## config.mk

```make
export PLATFORM = sky130hd
export DESIGN_NAME = axi_burst_addr_gen
export DESIGN_NICKNAME = d
export VERILOG_FILES = /design/src/rtl/axi_dma_pkg.sv /design/src/rtl/axi_beat_step.sv /design/src/rtl/axi_burst_addr_gen.sv
export SDC_FILE = /design/constraint.sdc
export NUM_CORES = 1
export LEC_CHECK = 0
export ABC_AREA = 1
export CAP_MARGIN = 30
export CORE_UTILIZATION = 42
export CTS_BUF_LIST = sky130_fd_sc_hd__clkbuf_8 sky130_fd_sc_hd__clkbuf_16
export DETAILED_ROUTE_END_ITERATION = 10
export HOLD_SLACK_MARGIN = 0.08
export PLACE_DENSITY = 0.66
export SKIP_LAST_GASP = 1
export SLEW_MARGIN = 10
export SYNTH_ARGS = -nofsm -noshare
export SYNTH_HDL_FRONTEND = slang
export SYNTH_SLANG_ARGS = --single-unit
```

## constraint.sdc

```tcl
create_clock -name i_clk -period 6.4 [get_ports i_clk]
set_input_delay 1.28 -clock i_clk [delete_from_list [all_inputs] [get_ports i_clk]]
set_output_delay 1.28 -clock i_clk [all_outputs]
set_load 0.02 [all_outputs]
```

## src/rtl/axi_dma_pkg.sv

```systemverilog
// Shared encodings, state type and helpers for the AXI burst address generator.
// Imported by axi_beat_step and axi_burst_addr_gen.
package axi_dma_pkg;

  localparam logic [1:0] BURST_FIXED = 2'b00;
  localparam logic [1:0] BURST_INCR  = 2'b01;
  localparam logic [1:0] BURST_WRAP  = 2'b10;

  localparam int PAGE_BITS = 12;

  typedef enum logic {
    IDLE,
    RUN
  } state_t;

  function automatic logic [7:0] size_bytes(input logic [2:0] size);
    return 8'd1 << size;
  endfunction

endpackage

```

## src/rtl/axi_beat_step.sv

```systemverilog
// Next beat address for FIXED/INCR/WRAP bursts.
// Upper bits above the 4 KB page are always taken from the burst base.
module axi_beat_step
  import axi_dma_pkg::*;
#(
  parameter int AW = 32
) (
  input  logic [AW-1:0] i_base,
  input  logic [AW-1:0] i_cur,
  input  logic [2:0]    i_size,
  input  logic [7:0]    i_len,
  input  logic [1:0]    i_burst,
  output logic [AW-1:0] o_next
);

  localparam logic [AW-1:0] ONE = AW'(1);

  logic [AW-1:0] step;
  logic [AW-1:0] aligned;
  logic [AW-1:0] sum;
  logic [AW-1:0] wmask;
  logic [AW-1:0] raw;

  // align, advance one transfer, apply wrap window and page hold
  always_comb begin
    step    = AW'(size_bytes(i_size));
    aligned = i_cur & ~(step - ONE);
    sum     = aligned + step;
    wmask   = ((AW'(i_len) + ONE) << i_size) - ONE;
    unique case (i_burst)
      BURST_INCR: raw = sum;
      BURST_WRAP: raw = (sum & wmask) | (i_base & ~wmask);
      default:    raw = i_cur;
    endcase
    o_next = {i_base[AW-1:PAGE_BITS], raw[PAGE_BITS-1:0]};
  end

endmodule

```

## src/rtl/axi_burst_addr_gen.sv

```systemverilog
// AXI4 burst address generator: one command in, one address per beat out.
// Optional byte strobes when AXI_BURST_STRB_EN is defined.
module axi_burst_addr_gen
  import axi_dma_pkg::*;
#(
  parameter int AW     = 32,
  parameter int DW     = 32,
  parameter int MAXLEN = 256
) (
  input  logic          i_clk,
  input  logic          i_reset,
  input  logic          i_cmd_valid,
  output logic          o_cmd_ready,
  input  logic [AW-1:0] i_cmd_addr,
  input  logic [7:0]    i_cmd_len,
  input  logic [2:0]    i_cmd_size,
  input  logic [1:0]    i_cmd_burst,
  output logic          o_cmd_err,
  output logic          o_beat_valid,
  input  logic          i_beat_ready,
  output logic [AW-1:0] o_beat_addr,
  output logic [7:0]    o_beat_idx,
  output logic          o_beat_last,
`ifdef AXI_BURST_STRB_EN
  output logic [DW/8-1:0] o_beat_strb,
`endif
  output logic          o_busy
);

  localparam int NB       = DW / 8;
  localparam int MAX_SIZE = $clog2(NB);
  localparam logic [AW-1:0] ONE = AW'(1);

  state_t        state_q, state_d;
  logic [AW-1:0] addr_q, addr_d;
  logic [AW-1:0] base_q, base_d;
  logic [7:0]    len_q, len_d;
  logic [2:0]    size_q, size_d;
  logic [1:0]    burst_q, burst_d;
  logic [7:0]    idx_q, idx_d;
  logic          err_q, err_d;

  logic [AW-1:0] next_addr;
  logic          run;
  logic          last;
  logic          beat_hs;
  logic          accept;
  logic          legal;
  logic          wrap_len_ok;
  logic          align_ok;
  logic          len_ok;

  axi_beat_step #(.AW(AW)) u_step (
    .i_base  (base_q),
    .i_cur   (addr_q),
    .i_size  (size_q),
    .i_len   (len_q),
    .i_burst (burst_q),
    .o_next  (next_addr)
  );

  // handshake and command legality
  always_comb begin
    run         = (state_q == RUN);
    last        = run & (idx_q == len_q);
    beat_hs     = run & i_beat_ready;
    o_cmd_ready = (state_q == IDLE) | (beat_hs & last);
    accept      = i_cmd_valid & o_cmd_ready;
    wrap_len_ok = (i_cmd_len == 8'd1) || (i_cmd_len == 8'd3) ||
                  (i_cmd_len == 8'd7) || (i_cmd_len == 8'd15);
    align_ok    = (i_cmd_addr &
                   (AW'(size_bytes(i_cmd_size)) - ONE)) == '0;
    len_ok      = (32'(i_cmd_len) + 32'd1) <= 32'(MAXLEN);
    legal       = (i_cmd_size <= 3'(MAX_SIZE)) &&
                  (i_cmd_burst != 2'b11) &&
                  !((i_cmd_burst == BURST_WRAP) &&
                    (!wrap_len_ok || !align_ok)) &&
                  len_ok;
  end

  // burst FSM: beat advance, completion, command load
  always_comb begin
    state_d = state_q;
    addr_d  = addr_q;
    base_d  = base_q;
    len_d   = len_q;
    size_d  = size_q;
    burst_d = burst_q;
    idx_d   = idx_q;
    err_d   = 1'b0;
    unique case (state_q)
      IDLE: ;
      RUN: begin
        if (beat_hs) begin
          if (last) begin
            state_d = IDLE;
          end else begin
            idx_d  = idx_q + 8'd1;
            addr_d = next_addr;
          end
        end
      end
      default: state_d = IDLE;
    endcase
    if (accept) begin
      if (legal) begin
        state_d = RUN;
        addr_d  = i_cmd_addr;
        base_d  = i_cmd_addr;
        len_d   = i_cmd_len;
        size_d  = i_cmd_size;
        burst_d = i_cmd_burst;
        idx_d   = 8'd0;
      end else begin
        err_d = 1'b1;
      end
    end
  end

  // state and beat registers
  always_ff @(posedge i_clk) begin
    if (i_reset) begin
      state_q <= IDLE;
      addr_q  <= '0;
      base_q  <= '0;
      len_q   <= '0;
      size_q  <= '0;
      burst_q <= '0;
      idx_q   <= '0;
      err_q   <= 1'b0;
    end else begin
      state_q <= state_d;
      addr_q  <= addr_d;
      base_q  <= base_d;
      len_q   <= len_d;
      size_q  <= size_d;
      burst_q <= burst_d;
      idx_q   <= idx_d;
      err_q   <= err_d;
    end
  end

`ifdef AXI_BURST_STRB_EN
  logic [NB-1:0] strb_q, strb_d;

  function automatic logic [NB-1:0] lane_mask(
    input logic [AW-1:0] a,
    input logic [2:0]    sz
  );
    logic [AW-1:0] sb;
    logic [AW-1:0] lo;
    logic [AW-1:0] hi;
    logic [NB-1:0] m;
    sb = AW'(size_bytes(sz));
    lo = a & AW'(NB - 1);
    hi = ((a & ~(sb - ONE)) + sb - ONE) & AW'(NB - 1);
    for (int i = 0; i < NB; i++) begin
      m[i] = (AW'(i) >= lo) && (AW'(i) <= hi);
    end
    return m;
  endfunction

  // strobe tracks the address register, zero when no beat is offered
  always_comb begin
    strb_d = '0;
    if (state_d == RUN) begin
      strb_d = lane_mask(addr_d, size_d);
    end
  end

  // strobe register
  always_ff @(posedge i_clk) begin
    if (i_reset) begin
      strb_q <= '0;
    end else begin
      strb_q <= strb_d;
    end
  end

  assign o_beat_strb = strb_q;
`endif

  assign o_cmd_err    = err_q;
  assign o_beat_valid = run;
  assign o_beat_addr  = addr_q;
  assign o_beat_idx   = idx_q;
  assign o_beat_last  = last;
  assign o_busy       = run;

endmodule

```

==> results of run 1 <==
## power by group
part,switching [uW],internal [uW],leakage (uW)
Combinational,133,91.7,0.00176
Sequential,20.3,562,0.000706
Clock,207,323,0.000153
Total,361,977,0.00262
## sequential cells by signal, indices dropped and copies added, names as in the netlist
register / flops
size_q: 3
o_beat_valid: 1
len_q: 8
burst_q: 2
o_beat_idx: 8
base_q: 32
o_beat_addr: 32
o_cmd_err: 1
## layer usage
layer	wire length (microns)	GRT usage (%)
met1	6772	30.86
met2	6225	36.02
met3	926	5.063
met4	420	10.76
met5	0	0
## synth_stat cells (all sizes together), types with 2 or more instances
library cell,instances
nand2,197
nand3,113
o21ai,113
inv,99
dfxtp,87
nor2,42
a21oi,30
buf,24
clkbuf,11
xor2,10
ha,9
nand4,6
nor3,5
o211ai,5
o21bai,4
o22ai,3
or2,3
xnor2,3
nor4,2
o211a,2
## area by class of cell
class | instances | area, sq um
clock buffer | 11 | 252.7
multi-input combinational | 558 | 2753
sequential | 87 | 1742
clock inverter | 5 | 55.05
timing repair buffer | 94 | 938.4
tap | 143 | 178.9
fill | 1155 | 5318
inverter | 100 | 376.6
## kinds of logic (layout without fill, tap and decap cells)
family	after synthesis	after routing
buffers and inverters	135	210
DFF	87	87
adders and majority gates	9	9
xor gates and xnor gates	13	13
and+or+nand+nor	371	371
AOI/OAI and AO/OA	165	165
## worst max-delay path, stage by stage
cell and delay, ns:
clkdlybuf4s50_1 0.50, or2_1 0.29, ha_1 0.27, inv_1 0.04, a2111oi_2 0.33, nand3_1 0.10
a21oi_1 0.29, nand2_4 0.23, nand2_4 0.50, inv_2 0.20, o211ai_1 0.14, nand2_1 0.08
## how the worst min path moves through the flow
stage	cells after the start	slack, ns	to	from
after detailed placement	2	0.44	base_q[1]$_SDFFE_PP0P_	base_q[1]$_SDFFE_PP0P_
after global routing	2	0.49	base_q[4]$_SDFFE_PP0P_	base_q[4]$_SDFFE_PP0P_
after global placement	2	0.44	base_q[1]$_SDFFE_PP0P_	base_q[1]$_SDFFE_PP0P_
after CTS	2	0.46	base_q[1]$_SDFFE_PP0P_	base_q[1]$_SDFFE_PP0P_
final	2	0.46	base_q[1]$_SDFFE_PP0P_	base_q[1]$_SDFFE_PP0P_
after floorplan	2	0.41	base_q[3]$_SDFFE_PP0P_	base_q[3]$_SDFFE_PP0P_
## per-stage QoR
| stage | instances | hold slack [ns] | worst slack, ns | instance area [sq um] |
|---|---|---|---|---|
| 2_1_floorplan | 780 | 0.4136 | 3.288 | 5079 |
| 3_3_place_gp | 982 | 0.4357 | 2.140 | 5988 |
| 3_5_place_dp | 982 | 0.4402 | 2.022 | 5988 |
| 4_1_cts | 998 | 0.4631 | 2.378 | 6296 |
| 5_1_grt | 998 | 0.4912 | 2.132 | 6296 |
| 6_report | 998 | 0.4593 | 2.361 | 6296 |
==> reports/metrics.cfg, run 1 <==
[power]
power_leakage_uw = 0.002617
p_per_area_nw_per_um2 = 212.4
vdd_drop_max_mv = 0.1793
design_power_total_uw = 1337

[logic_synthesis]
ys_warn_count = 0
syn_area_per_cell_sq_um = 6.511
ys_seq_area_share_pct = 34.29
synthMuxAreaShare_pct = 0
synth_area_leader_cell = dfxtp_1
netlist_top_cells_area = dfxtp_1 34%, nand2_1 14%, nand3_1 11%, o21ai_0 10%, inv_1 6.8%
postSynthCellCount = 780
synth_top_family_by_area = simple AND/OR/NAND/NOR gates
synth-xor-area-share_pct = 2.242
synthSimpleGateAreaFrac_pct = 32.03
synthArstFlopShare_pct = 0
synth-adder-area-share_pct = 2.217
synth-seq-cells = 87
synth_ff_type = dfxtp_1
synth_edf_count = 0
yosysTopAreaCellShare_pct = 34.29
synth_area_sq_um = 5079
synth_compound_area_share_pct = 17.71
synth_nets = 838
ys_types = 42

[detailed_routing]
route.detailed.drc = 2
drt_iter0_drc = 411
ant_nets = 0
avgRoutedWirePerCell_microns = 14.37
wirelength_mm = 14.35
vias = 5332
vias_per_cell = 5.343
dr.pass1.iters = 8

[timing]
rsz0062_at_grt = false
finalSetupViolCount = 0
fin_tns_setup_ns = 0
final.min_clock_period_ns = 4.039
skew_ns = 0.009920
relSlewSlack_pct = 50.21
hold_violations = 0
fmax_mhz = 247.6
period_share_pct = 63.11
worstMarginPinSlew_ns = 0.7458
maxSlewViolCount = 0

[grt]
grt_antenna_before_repair = 0
grt_pass1_vias = 4929
grt_pass1_wl_mm = 23.27
grt_max_degree = 64
grt_usage_pct = 23.25
grt-ovfl-total = 0

[critical_path]
critPathLaunch = i_cmd_size[2]
crit_end = o_beat_addr[24]$_SDFF_PP0_
cp.required_ns = 6.62
startpoint_type = input port
setup.worst_path.class = input port to flop
r2r-end = o_beat_addr[24]$_SDFF_PP0_
endpoint_kind = flop
arrival_ns = 4.26
worstRegToRegCells = 13
reg2reg_from = len_q[0]$_SDFFE_PP0P_
worst-path-max-fanout = 63
rrSetupSlack_ns = 3.52

[die]
rows = 39
die_h_microns = 112.0
start_util_pct = 43.73
dieArea_sq_um = 12540
pin_count = 94
core_sq_um = 11610
die_width_microns = 112.0

[clock_network]
cts-root-buf = clkbuf_16
clk_path_buf_depth = 2
cts_setup_buffers = 0
clk_pin_slew_ns = 0.06
hold_buffers = 0
cts_resized = 0
cts_tree = done
clock_latency_ns = 0.33
clock-sinks = 87
cts_buffers = 9
cts_htree_levels = 3

[placement]
place_congestion = 0.9674
hpwl_mm = 10.85
port_buffers = 93

[flow_run]
maxCapViolations = 0

[finish]
syn2layout_area_growth_pct = 23.97
fin_nets = 908
final_cell_mix = 194 x nand2_1, 111 x nand3_1, 101 x o21ai_0, 93 x inv_1, 93 x clkdlybuf4s50_1
finish.utilization_pct = 54.21
drive_gt1_share_pct = 4.327
num_antenna_cells = 0
layout_commonest_cell = nand2_1

[worst_hold_path]
hp-class = flop to flop

[run_status]
outcome = finished, violations left
violations = design-rule violations

Note: power is estimated with default switching activity, not from simulation.
==> inputs of run 2 (changes only) <==
--- a/config.mk
+++ b/config.mk
@@ -11,7 +11,7 @@
 export CTS_BUF_LIST = sky130_fd_sc_hd__clkbuf_8 sky130_fd_sc_hd__clkbuf_16
 export DETAILED_ROUTE_END_ITERATION = 10
 export HOLD_SLACK_MARGIN = 0.08
-export PLACE_DENSITY = 0.66
+export PLACE_DENSITY = 0.69
 export SKIP_LAST_GASP = 1
 export SLEW_MARGIN = 10
 export SYNTH_ARGS = -nofsm -noshare
==> constraint.sdc (replaced) <==
create_clock -name i_clk -period 3.6 [get_ports i_clk]
set_input_delay 0.72 -clock i_clk [delete_from_list [all_inputs] [get_ports i_clk]]
set_output_delay 0.72 -clock i_clk [all_outputs]
set_load 0.02 [all_outputs]
==> run 2 against run 1 <==
The flow now finishes without violations; via count is essentially flat; largest cell class unchanged; global-route usage decreased by 0.46 points; routed wire length down 1.1%; design area grew 1.0%.
==> reports/metrics.cfg, run 2 (synthesis gave the netlist of run 1 again) <==
[die]
die_width_microns = 112.0
die_h_microns = 112.0
pin_count = 94
rows = 39
dieArea_sq_um = 12540
core_sq_um = 11610
start_util_pct = 43.73

[finish]
layout_commonest_cell = nand2_1
fin_nets = 916
num_antenna_cells = 0
syn2layout_area_growth_pct = 25.25
final_cell_mix = 194 x nand2_1, 111 x nand3_1, 101 x o21ai_0, 94 x inv_1, 93 x clkdlybuf4s50_1
drive_gt1_share_pct = 5.098
fillers = 1139
finish.utilization_pct = 54.77

[detailed_routing]
avgRoutedWirePerCell_microns = 14.10
vias = 5333
route.detailed.drc = 0
ant_nets = 0
wirelength_mm = 14.18
vias_per_cell = 5.301
dr.pass1.iters = 5
drt_iter0_drc = 402

[clock_network]
cts_setup_buffers = 0
cts_resized = 0
cts_htree_levels = 3
cts_tree = done
clk_path_buf_depth = 2
clk_pin_slew_ns = 0.06
cts-root-buf = clkbuf_16
clock-sinks = 87
hold_buffers = 0
clock_latency_ns = 0.33
cts_buffers = 9

[power]
p_per_area_nw_per_um2 = 370.7
design_power_total_uw = 2358
power_leakage_uw = 0.002656
switching_share_pct = 26.98
vdd_drop_max_mv = 0.2858
p_switching_uw = 636.1
p_int_uw = 1722
p_clk_share_pct = 38.9
p_seq_share_pct = 43.8
pwr-share-comb_pct = 17.4

[placement]
post-place-ws_ns = 0.1935
hpwl_mm = 11.07
place_congestion = 0.9127
port_buffers = 93

[grt]
grt-ovfl-total = 0
grt_antenna_before_repair = 0
grt_pass1_vias = 4950
grt_max_degree = 35
grt_pass1_wl_mm = 22.97
grt_usage_pct = 22.79

[critical_path]
worstRegToRegCells = 19
crit_end = o_cmd_ready
rrSetupSlack_ns = 0.85
cp.required_ns = 2.88
setup.worst_path.class = flop to primary output
r2r-end = o_beat_addr[6]$_SDFF_PP0_
path_cells = inv_2 > nand2_1 > nand3_1 > nor4_1 > nand2_1 > o21ai_2 > clkdlybuf4s50_1
startpoint_type = flop
worst-path-max-fanout = 9
arrival_ns = 2.46
cp_common_cell = nand2_1
slowest_stage = clkdlybuf4s50_1
cpPeakStageDelay_ns = 0.63
reg2reg_from = size_q[2]$_SDFFE_PP0P_
critPathLaunch = len_q[0]$_SDFFE_PP0P_
endpoint_kind = primary output

[timing]
period_share_pct = 88.41
skew_ns = 0.005006
setup_slack_ns = 0.4173
final.min_clock_period_ns = 3.183
relSlewSlack_pct = 56.85
hold_violations = 0
fmax_mhz = 314.2
worstMarginPinSlew_ns = 0.6463
finalSetupViolCount = 0
rsz0062_at_grt = false
hold_ws_ns = 0.4585
maxSlewViolCount = 0
fin_tns_setup_ns = 0

[worst_hold_path]
hp-class = flop to flop
worstHoldStart = base_q[4]$_SDFFE_PP0P_
worstHoldPathCells = 2

[run_status]
outcome = finished, final reports clean

[flow_run]
maxCapViolations = 0

run 2: changes by cell type in the layout (fill, tap and decap cells not counted), sizes merged:
cell,previous run,this run
buf,1,9
inv,101,102
clkbuf,11,10
clkinv,2,1
clkinvlp,1,2
run 2: worst min-delay path by stage:
stage,slack [ns],to
global placement,0.44,base_q[1]$_SDFFE_PP0P_
global route,0.48,base_q[1]$_SDFFE_PP0P_
floorplan,0.41,base_q[3]$_SDFFE_PP0P_
CTS,0.46,base_q[4]$_SDFFE_PP0P_
detailed placement,0.44,base_q[4]$_SDFFE_PP0P_
finish,0.46,base_q[4]$_SDFFE_PP0P_
run 2: power by group through the flow:
stage	logic (uW)	registers (uW)	clock network (uW)
final	409	1030	916
after global placement	397	1050	0
after detailed placement	405	1050	0
after floorplan	237	1060	0
after global routing	453	1040	977
after CTS	406	1030	935
run 2: worst max-delay path: cells and delay by family (launching register included):
| kind | cells | cell delay, ns |
|---|---|---|
| AOI/OAI and AO/OA | 1 | 0.19 |
| and+or+nand+nor | 4 | 0.57 |
| buffers and inverters | 2 | 0.81 |
| DFF | 1 | 0.55 |
run 2: metrics by stage:
step / instances / instance area [sq um]
final: 1006 / 6361
after global routing: 1006 / 6361
after CTS: 1006 / 6361
after detailed placement: 990 / 6061
after global placement: 990 / 6061
after floorplan: 780 / 5079
run 2: area by class of cell:
class / instances / area, sq um / share of cell area, %
Clock buffer: 10 / 239.0 / 3.757
Clock inverter: 6 / 61.31 / 0.9638
Inverter: 100 / 376.6 / 5.921
Multi-Input combinational cell: 558 / 2753 / 43.27
Sequential cell: 87 / 1742 / 27.38
Tap cell: 143 / 178.9 / 2.813
Timing Repair Buffer: 102 / 1011 / 15.89
run 2: routing by layer:
| layer | track usage [%] | wire, microns |
|---|---|---|
| met1 | 27.76 | 6218 |
| met2 | 39.46 | 6715 |
| met3 | 5.280 | 983 |
| met4 | 7.644 | 264 |
| met5 | 0 | 0 |
